[src/rtl/alu_op_sequencer.sv]
// Command FIFO and issue/capture sequencer wrapped around the combinational alu8bit.
// Define CHAIN_SEQ_EN to build the prev_result register that feeds chained commands.
module alu_op_sequencer #(
   parameter int unsigned DEPTH   = 4,
   parameter int unsigned ALU_LAT = 1
) (
   input  logic       clk,
   input  logic       rst_n,
   input  logic       cmd_valid,
   output logic       cmd_ready,
   input  logic [7:0] cmd_a,
   input  logic [7:0] cmd_b,
   input  logic [2:0] cmd_op,
   input  logic       cmd_chain,
   output logic [7:0] alu_a,
   output logic [7:0] alu_b,
   output logic [2:0] alu_opcode,
   input  logic [7:0] alu_result,
   input  logic [3:0] alu_flags,
   output logic       rsp_valid,
   input  logic       rsp_ready,
   output logic [7:0] rsp_result,
   output logic [3:0] rsp_flags,
   output logic [2:0] rsp_op,
   output logic       rsp_err,
   output logic       busy
);

   localparam int unsigned PtrW = $clog2(DEPTH);
   localparam int unsigned CntW = $clog2(DEPTH + 1);
   localparam int unsigned LatW = $clog2(ALU_LAT + 1);
   localparam logic [CntW-1:0] Full    = CntW'(DEPTH);
   localparam logic [LatW-1:0] LatInit = LatW'(ALU_LAT);

   typedef struct packed {
`ifdef CHAIN_SEQ_EN
      logic       chain;
`endif
      logic [2:0] op;
      logic [7:0] b;
      logic [7:0] a;
   } cmd_t;

   typedef enum logic [1:0] {StIdle, StExec, StResp} state_e;

   cmd_t            mem_q [DEPTH];
   cmd_t            mem_d [DEPTH];
   logic [PtrW-1:0] wr_ptr_q, wr_ptr_d, rd_ptr_q, rd_ptr_d;
   logic [CntW-1:0] count_q, count_d;
   state_e          state_q, state_d;
   logic [LatW-1:0] lat_q, lat_d;
   logic [7:0]      alu_a_q, alu_a_d, alu_b_q, alu_b_d;
   logic [2:0]      alu_opcode_q, alu_opcode_d;
   logic            rsp_valid_q, rsp_valid_d;
   logic [7:0]      rsp_result_q, rsp_result_d;
   logic [3:0]      rsp_flags_q, rsp_flags_d;
   logic [2:0]      rsp_op_q, rsp_op_d;
   logic            rsp_err_q, rsp_err_d;
   logic            push, pop;
   cmd_t            head;

`ifdef CHAIN_SEQ_EN
   logic [7:0]      prev_result_q, prev_result_d;
`else
   logic            unused_chain;
   assign unused_chain = cmd_chain;
`endif

   assign cmd_ready = (count_q < Full);
   assign push      = cmd_valid && cmd_ready;
   // The FSM only ever pops from IDLE, which guarantees the idle cycle between responses.
   assign pop       = (state_q == StIdle) && (count_q != '0);
   assign head      = mem_q[rd_ptr_q];

   always_comb begin : fifo_next
      mem_d    = mem_q;
      wr_ptr_d = wr_ptr_q;
      rd_ptr_d = rd_ptr_q;
      count_d  = count_q;
      if (push) begin
         mem_d[wr_ptr_q].a  = cmd_a;
         mem_d[wr_ptr_q].b  = cmd_b;
         mem_d[wr_ptr_q].op = cmd_op;
`ifdef CHAIN_SEQ_EN
         mem_d[wr_ptr_q].chain = cmd_chain;
`endif
         wr_ptr_d = wr_ptr_q + PtrW'(1);
      end
      if (pop) begin
         rd_ptr_d = rd_ptr_q + PtrW'(1);
      end
      case ({push, pop})
         2'b10:   count_d = count_q + CntW'(1);
         2'b01:   count_d = count_q - CntW'(1);
         default: count_d = count_q;
      endcase
   end

   always_comb begin : fsm_next
      state_d      = state_q;
      lat_d        = lat_q;
      alu_a_d      = alu_a_q;
      alu_b_d      = alu_b_q;
      alu_opcode_d = alu_opcode_q;
      rsp_valid_d  = rsp_valid_q;
      rsp_result_d = rsp_result_q;
      rsp_flags_d  = rsp_flags_q;
      rsp_op_d     = rsp_op_q;
      rsp_err_d    = rsp_err_q;
`ifdef CHAIN_SEQ_EN
      prev_result_d = prev_result_q;
`endif
      unique case (state_q)
         StIdle: begin
            if (pop) begin
               if (head.op[2:1] == 2'b11) begin
                  rsp_result_d = '0;
                  rsp_flags_d  = '0;
                  rsp_op_d     = head.op;
                  rsp_err_d    = 1'b1;
                  rsp_valid_d  = 1'b1;
                  state_d      = StResp;
               end else begin
                  alu_a_d = head.a;
`ifdef CHAIN_SEQ_EN
                  if (head.chain) alu_a_d = prev_result_q;
`endif
                  alu_b_d      = head.b;
                  alu_opcode_d = head.op;
                  lat_d        = LatInit;
                  state_d      = StExec;
               end
            end
         end
         StExec: begin
            lat_d = lat_q - LatW'(1);
            if (lat_q == LatW'(1)) begin
               rsp_result_d = alu_result;
               rsp_flags_d  = alu_flags;
               rsp_op_d     = alu_opcode_q;
               rsp_err_d    = 1'b0;
               rsp_valid_d  = 1'b1;
`ifdef CHAIN_SEQ_EN
               prev_result_d = alu_result;
`endif
               state_d = StResp;
            end
         end
         StResp: begin
            if (rsp_ready) begin
               rsp_valid_d = 1'b0;
               state_d     = StIdle;
            end
         end
         default: state_d = StIdle;
      endcase
   end

   always_ff @(posedge clk) begin
      mem_q <= mem_d;
   end

   always_ff @(posedge clk or negedge rst_n) begin
      if (!rst_n) begin
         wr_ptr_q     <= '0;
         rd_ptr_q     <= '0;
         count_q      <= '0;
         state_q      <= StIdle;
         lat_q        <= '0;
         alu_a_q      <= '0;
         alu_b_q      <= '0;
         alu_opcode_q <= '0;
         rsp_valid_q  <= 1'b0;
         rsp_result_q <= '0;
         rsp_flags_q  <= '0;
         rsp_op_q     <= '0;
         rsp_err_q    <= 1'b0;
`ifdef CHAIN_SEQ_EN
         prev_result_q <= '0;
`endif
      end else begin
         wr_ptr_q     <= wr_ptr_d;
         rd_ptr_q     <= rd_ptr_d;
         count_q      <= count_d;
         state_q      <= state_d;
         lat_q        <= lat_d;
         alu_a_q      <= alu_a_d;
         alu_b_q      <= alu_b_d;
         alu_opcode_q <= alu_opcode_d;
         rsp_valid_q  <= rsp_valid_d;
         rsp_result_q <= rsp_result_d;
         rsp_flags_q  <= rsp_flags_d;
         rsp_op_q     <= rsp_op_d;
         rsp_err_q    <= rsp_err_d;
`ifdef CHAIN_SEQ_EN
         prev_result_q <= prev_result_d;
`endif
      end
   end

   assign alu_a      = alu_a_q;
   assign alu_b      = alu_b_q;
   assign alu_opcode = alu_opcode_q;
   assign rsp_valid  = rsp_valid_q;
   assign rsp_result = rsp_result_q;
   assign rsp_flags  = rsp_flags_q;
   assign rsp_op     = rsp_op_q;
   assign rsp_err    = rsp_err_q;
   assign busy       = (state_q != StIdle) || (count_q != '0);

endmodule

[config.mk]
export PLATFORM = sky130hd
export DESIGN_NAME = alu_op_sequencer
export DESIGN_NICKNAME = d
export VERILOG_FILES = /design/src/rtl/alu_op_sequencer.sv
export SDC_FILE = /design/constraint.sdc
export NUM_CORES = 1
export LEC_CHECK = 0
export CAP_MARGIN = 20
export CORE_UTILIZATION = 48
export DETAILED_ROUTE_END_ITERATION = 6
export PLACE_DENSITY = 0.75
export SYNTH_ARGS = -nofsm -noshare
export SYNTH_HDL_FRONTEND = slang
export SYNTH_SLANG_ARGS = --single-unit
[constraint.sdc]
create_clock -name clk -period 1.8 [get_ports clk]
set_input_delay 0.36 -clock clk [delete_from_list [all_inputs] [get_ports clk]]
set_output_delay 0.36 -clock clk [all_outputs]
set_load 0.02 [all_outputs]
==> summary.txt <==
Worst Path Required: 2.19 ns
Fin crit share: 1.08
TritonCTS clock tree: done
Failing checks: setup timing
Setup ws final: -0.137 ns
Number of global-route vias before repair: 2791
H-tree levels: 4
Sequential power share: 0.340
Crit path DAT: 2.33 ns
# DRC: 0
Post-synth net total: 296
Routed length per instance: 17.4 um
Final #Nets: 410
Tot Pwr: 12.2 mW
Synthesis-stage register bit count: 122
Drt via density: 5.11
Slew HR: 0.813
Share of layout cells above drive strength 1: 0.315
Row cnt: 36
Core Area: 9680 sq um
Max-slew violations: 0
Hold Vio Cnt, Final: 0
Clock share of power: 0.251
Clock Path Buffers: 2
Max-cap violations: 0
Post-synth EDFFs: 76
Critical path startpoint: rd_ptr_q[0]
WS Path Type: flip-flop to flip-flop
Yosys top cell by area: edfxtp_1
Post-Route WL: 8.94 mm
Dpl hpwl: 5.78 mm
Post-Syn Area: 4770 sq um
Clock Sinks: 122
Reg clk slew, reported paths: 0.06 ns
Number of routed nets with antenna violations: 0
# diodes: 0
Max IR drop VDD: 1010 uV
Initial antenna violation count: 0
Sequential share of the synthesized area: 0.720
Die Y: 102 um
Top cell type's share of synthesized area: 0.478
CTS root buffer: clkbuf_8
Final min period: 1.94 ns
Port buffer count: 72
Synth cell types: 33
Die width: 102 um
Count of final setup violators: 34
Io pins: 74
Mean Syn Cell Area: 18.8 sq um
Async SR Flop Fraction: 0.377
Type of origin of the critical path: flip-flop
Sw frac: 0.329
Reg2reg start: rd_ptr_q[0]
Max Clock Skew: 0.00951 ns
Initial Utilization: 0.493
Dominant synthesized flop cell: edfxtp_1
Routability cong.: 0.738
GRT overflow: 0
Layout Cells excl Fill: 514
Leak: 2.61 nW
Flop-to-flop setup slack: -0.14 ns
Ranking of synthesized cells by area: edfxtp_1, dfrtp_1, mux4_2
Cell count after synthesis: 254
Max Fclk: 516 MHz
Crit end category: flip-flop
Top-count cell post-synth: edfxtp_1
First-pass GRT wire length: 14.0 mm
Worst-Margin Slew: 0.280 ns
Comb pwr share: 0.409
Yosys Warn Count: 0
Outcome: finished with violations
P_sw: 4.01 mW
P_int: 8.18 mW
Drt initial violations: 104
Die ar.: 10300 sq um
Reg2Reg Depth: 5
Skew-Pair Late Insertion Delay: 0.51 ns
Unrepaired setup endpoints after global routing: true
P&R area growth vs syn: 35.9%
Worst min-delay path class: input pin to async pin
Dpl cells: 479
Post-synth top cells: edfxtp_1, dfrtp_1, mux4_2
Crit Reg-Reg Endpoint: alu_b[0]
Max FO, Critical Path: 12
DR pass1 iterations: 4
Place WS: -0.198 ns
Pwr dens: 1880 nW/um^2
CTS buffer count: 17
Gr usage total: 0.189
Via Count: 2625
Largest net degree at the start of global routing: 47
-- power groups by stage --
stage | Clock [mW] | Combinational [mW] | Sequential (mW)
finish | 3.06 | 4.98 | 4.14
global route | 3.25 | 5.37 | 4.22
CTS | 3.12 | 4.82 | 4.13
detailed placement | 0 | 4.80 | 4.18
global placement | 0 | 4.68 | 4.15
floorplan | 0 | 2.53 | 4.57
-- how the worst max path moves through the flow --
stage | slack, ns | end | cells past startpoint
6_report | -0.14 | alu_b[0] | 5
5_1_grt | -0.18 | rsp_op[2] | 4
4_1_cts | -0.14 | rsp_op[2] | 4
3_5_place_dp | -0.20 | count_q[2] | 9
3_3_place_gp | -0.18 | count_q[2] | 9
2_1_floorplan | -0.07 | alu_a[1] | 5
-- cell type report --
class | instances | area, sq um
clock buffer | 17 | 414
clock inverter | 15 | 133
fill | 667 | 3200
inverter | 10 | 37.5
multi-input combinational | 112 | 1340
sequential | 122 | 3430
tap | 133 | 166
timing repair buffer | 105 | 963
-- kinds of logic after synthesis --
group / Yosys count / share of synthesized area
adders and majority gates: 6 / 0.0173
muxes: 43 / 0.148
AOI/OAI and AO/OA: 23 / 0.0396
buffers and inverters: 20 / 0.0215
xor gates and xnor gates: 6 / 0.0110
DFF: 122 / 0.720
and+or+nand+nor: 34 / 0.0425
-- repair_timing --
action	4_1_cts	5_1_grt
pin swaps	2	5
gates resized for setup	53	17
buffers inserted	2	2
hold endpoints to repair	46	0
setup endpoints to repair	72	38
hold buffers	1	0
-- worst max-delay path, cell delays in order, from the launching register on --
cell and delay [ns]:
dfrtp_1 0.42, mux4_2 0.57, and2_4 0.21, nor2_8 0.11
buf_12 0.17, mux2_2 0.34
-- sequential cells by signal, indices dropped and copies added (netlist names) --
name,count
lat_q,1
rd_ptr_q,2
alu_a,8
rsp_flags,4
rsp_err,1
rsp_op,3
alu_opcode,3
state_q,2
wr_ptr_q,2
rsp_result,8
count_q,3
alu_b,8
mem_q,76
rsp_valid,1
-- metrics by stage --
step | setup TNS [ns] | util | cell area [sq um] | hold slack [ns]
floorplan | -0.764 | - | 4780 | 0.0644
global placement | -2.17 | 0.605 | 5860 | 0.365
detailed placement | -5.12 | 0.605 | 5860 | 0.368
CTS | -3.26 | 0.663 | 6420 | 0.361
global route | -4.18 | 0.670 | 6480 | 0.384
finish | -2.53 | 0.670 | 6480 | 0.374
-- routing by layer --
layer	up-vias	share of wire	routed length (um)	track usage
met3	7	0.042	373	0.0566
met4	0	0.0071	63	0.0635
li1	1202	-	-	-
met5	-	0	0	0
met1	1349	0.43	3800	0.229
met2	67	0.53	4700	0.323
-- cell usage in the layout (no fill, tap or decap), types with 3 or more instances in the layout --
cell             synthesis  routed
and2_1                  17      17
ha_1                     5       4
mux2_4                   3      18
buf_4                    1      26
nand2_1                  4       3
clkdlybuf4s50_1          0      33
a22o_1                  12      12
inv_6                    0       6
dfrtp_1                 46      46
buf_12                   0       3
nor2_1                   6       5
mux2_2                  14       5
edfxtp_1                76      76
clkinv_4                 0       4
clkinvlp_4               0       3
clkbuf_16                0      16
dlygate4sd2_1            0      37
xnor2_1                  5       5
mux4_2                  19      19
buf_6                    1       3
inv_1                   10       9
(Power assumes the default switching activity.)
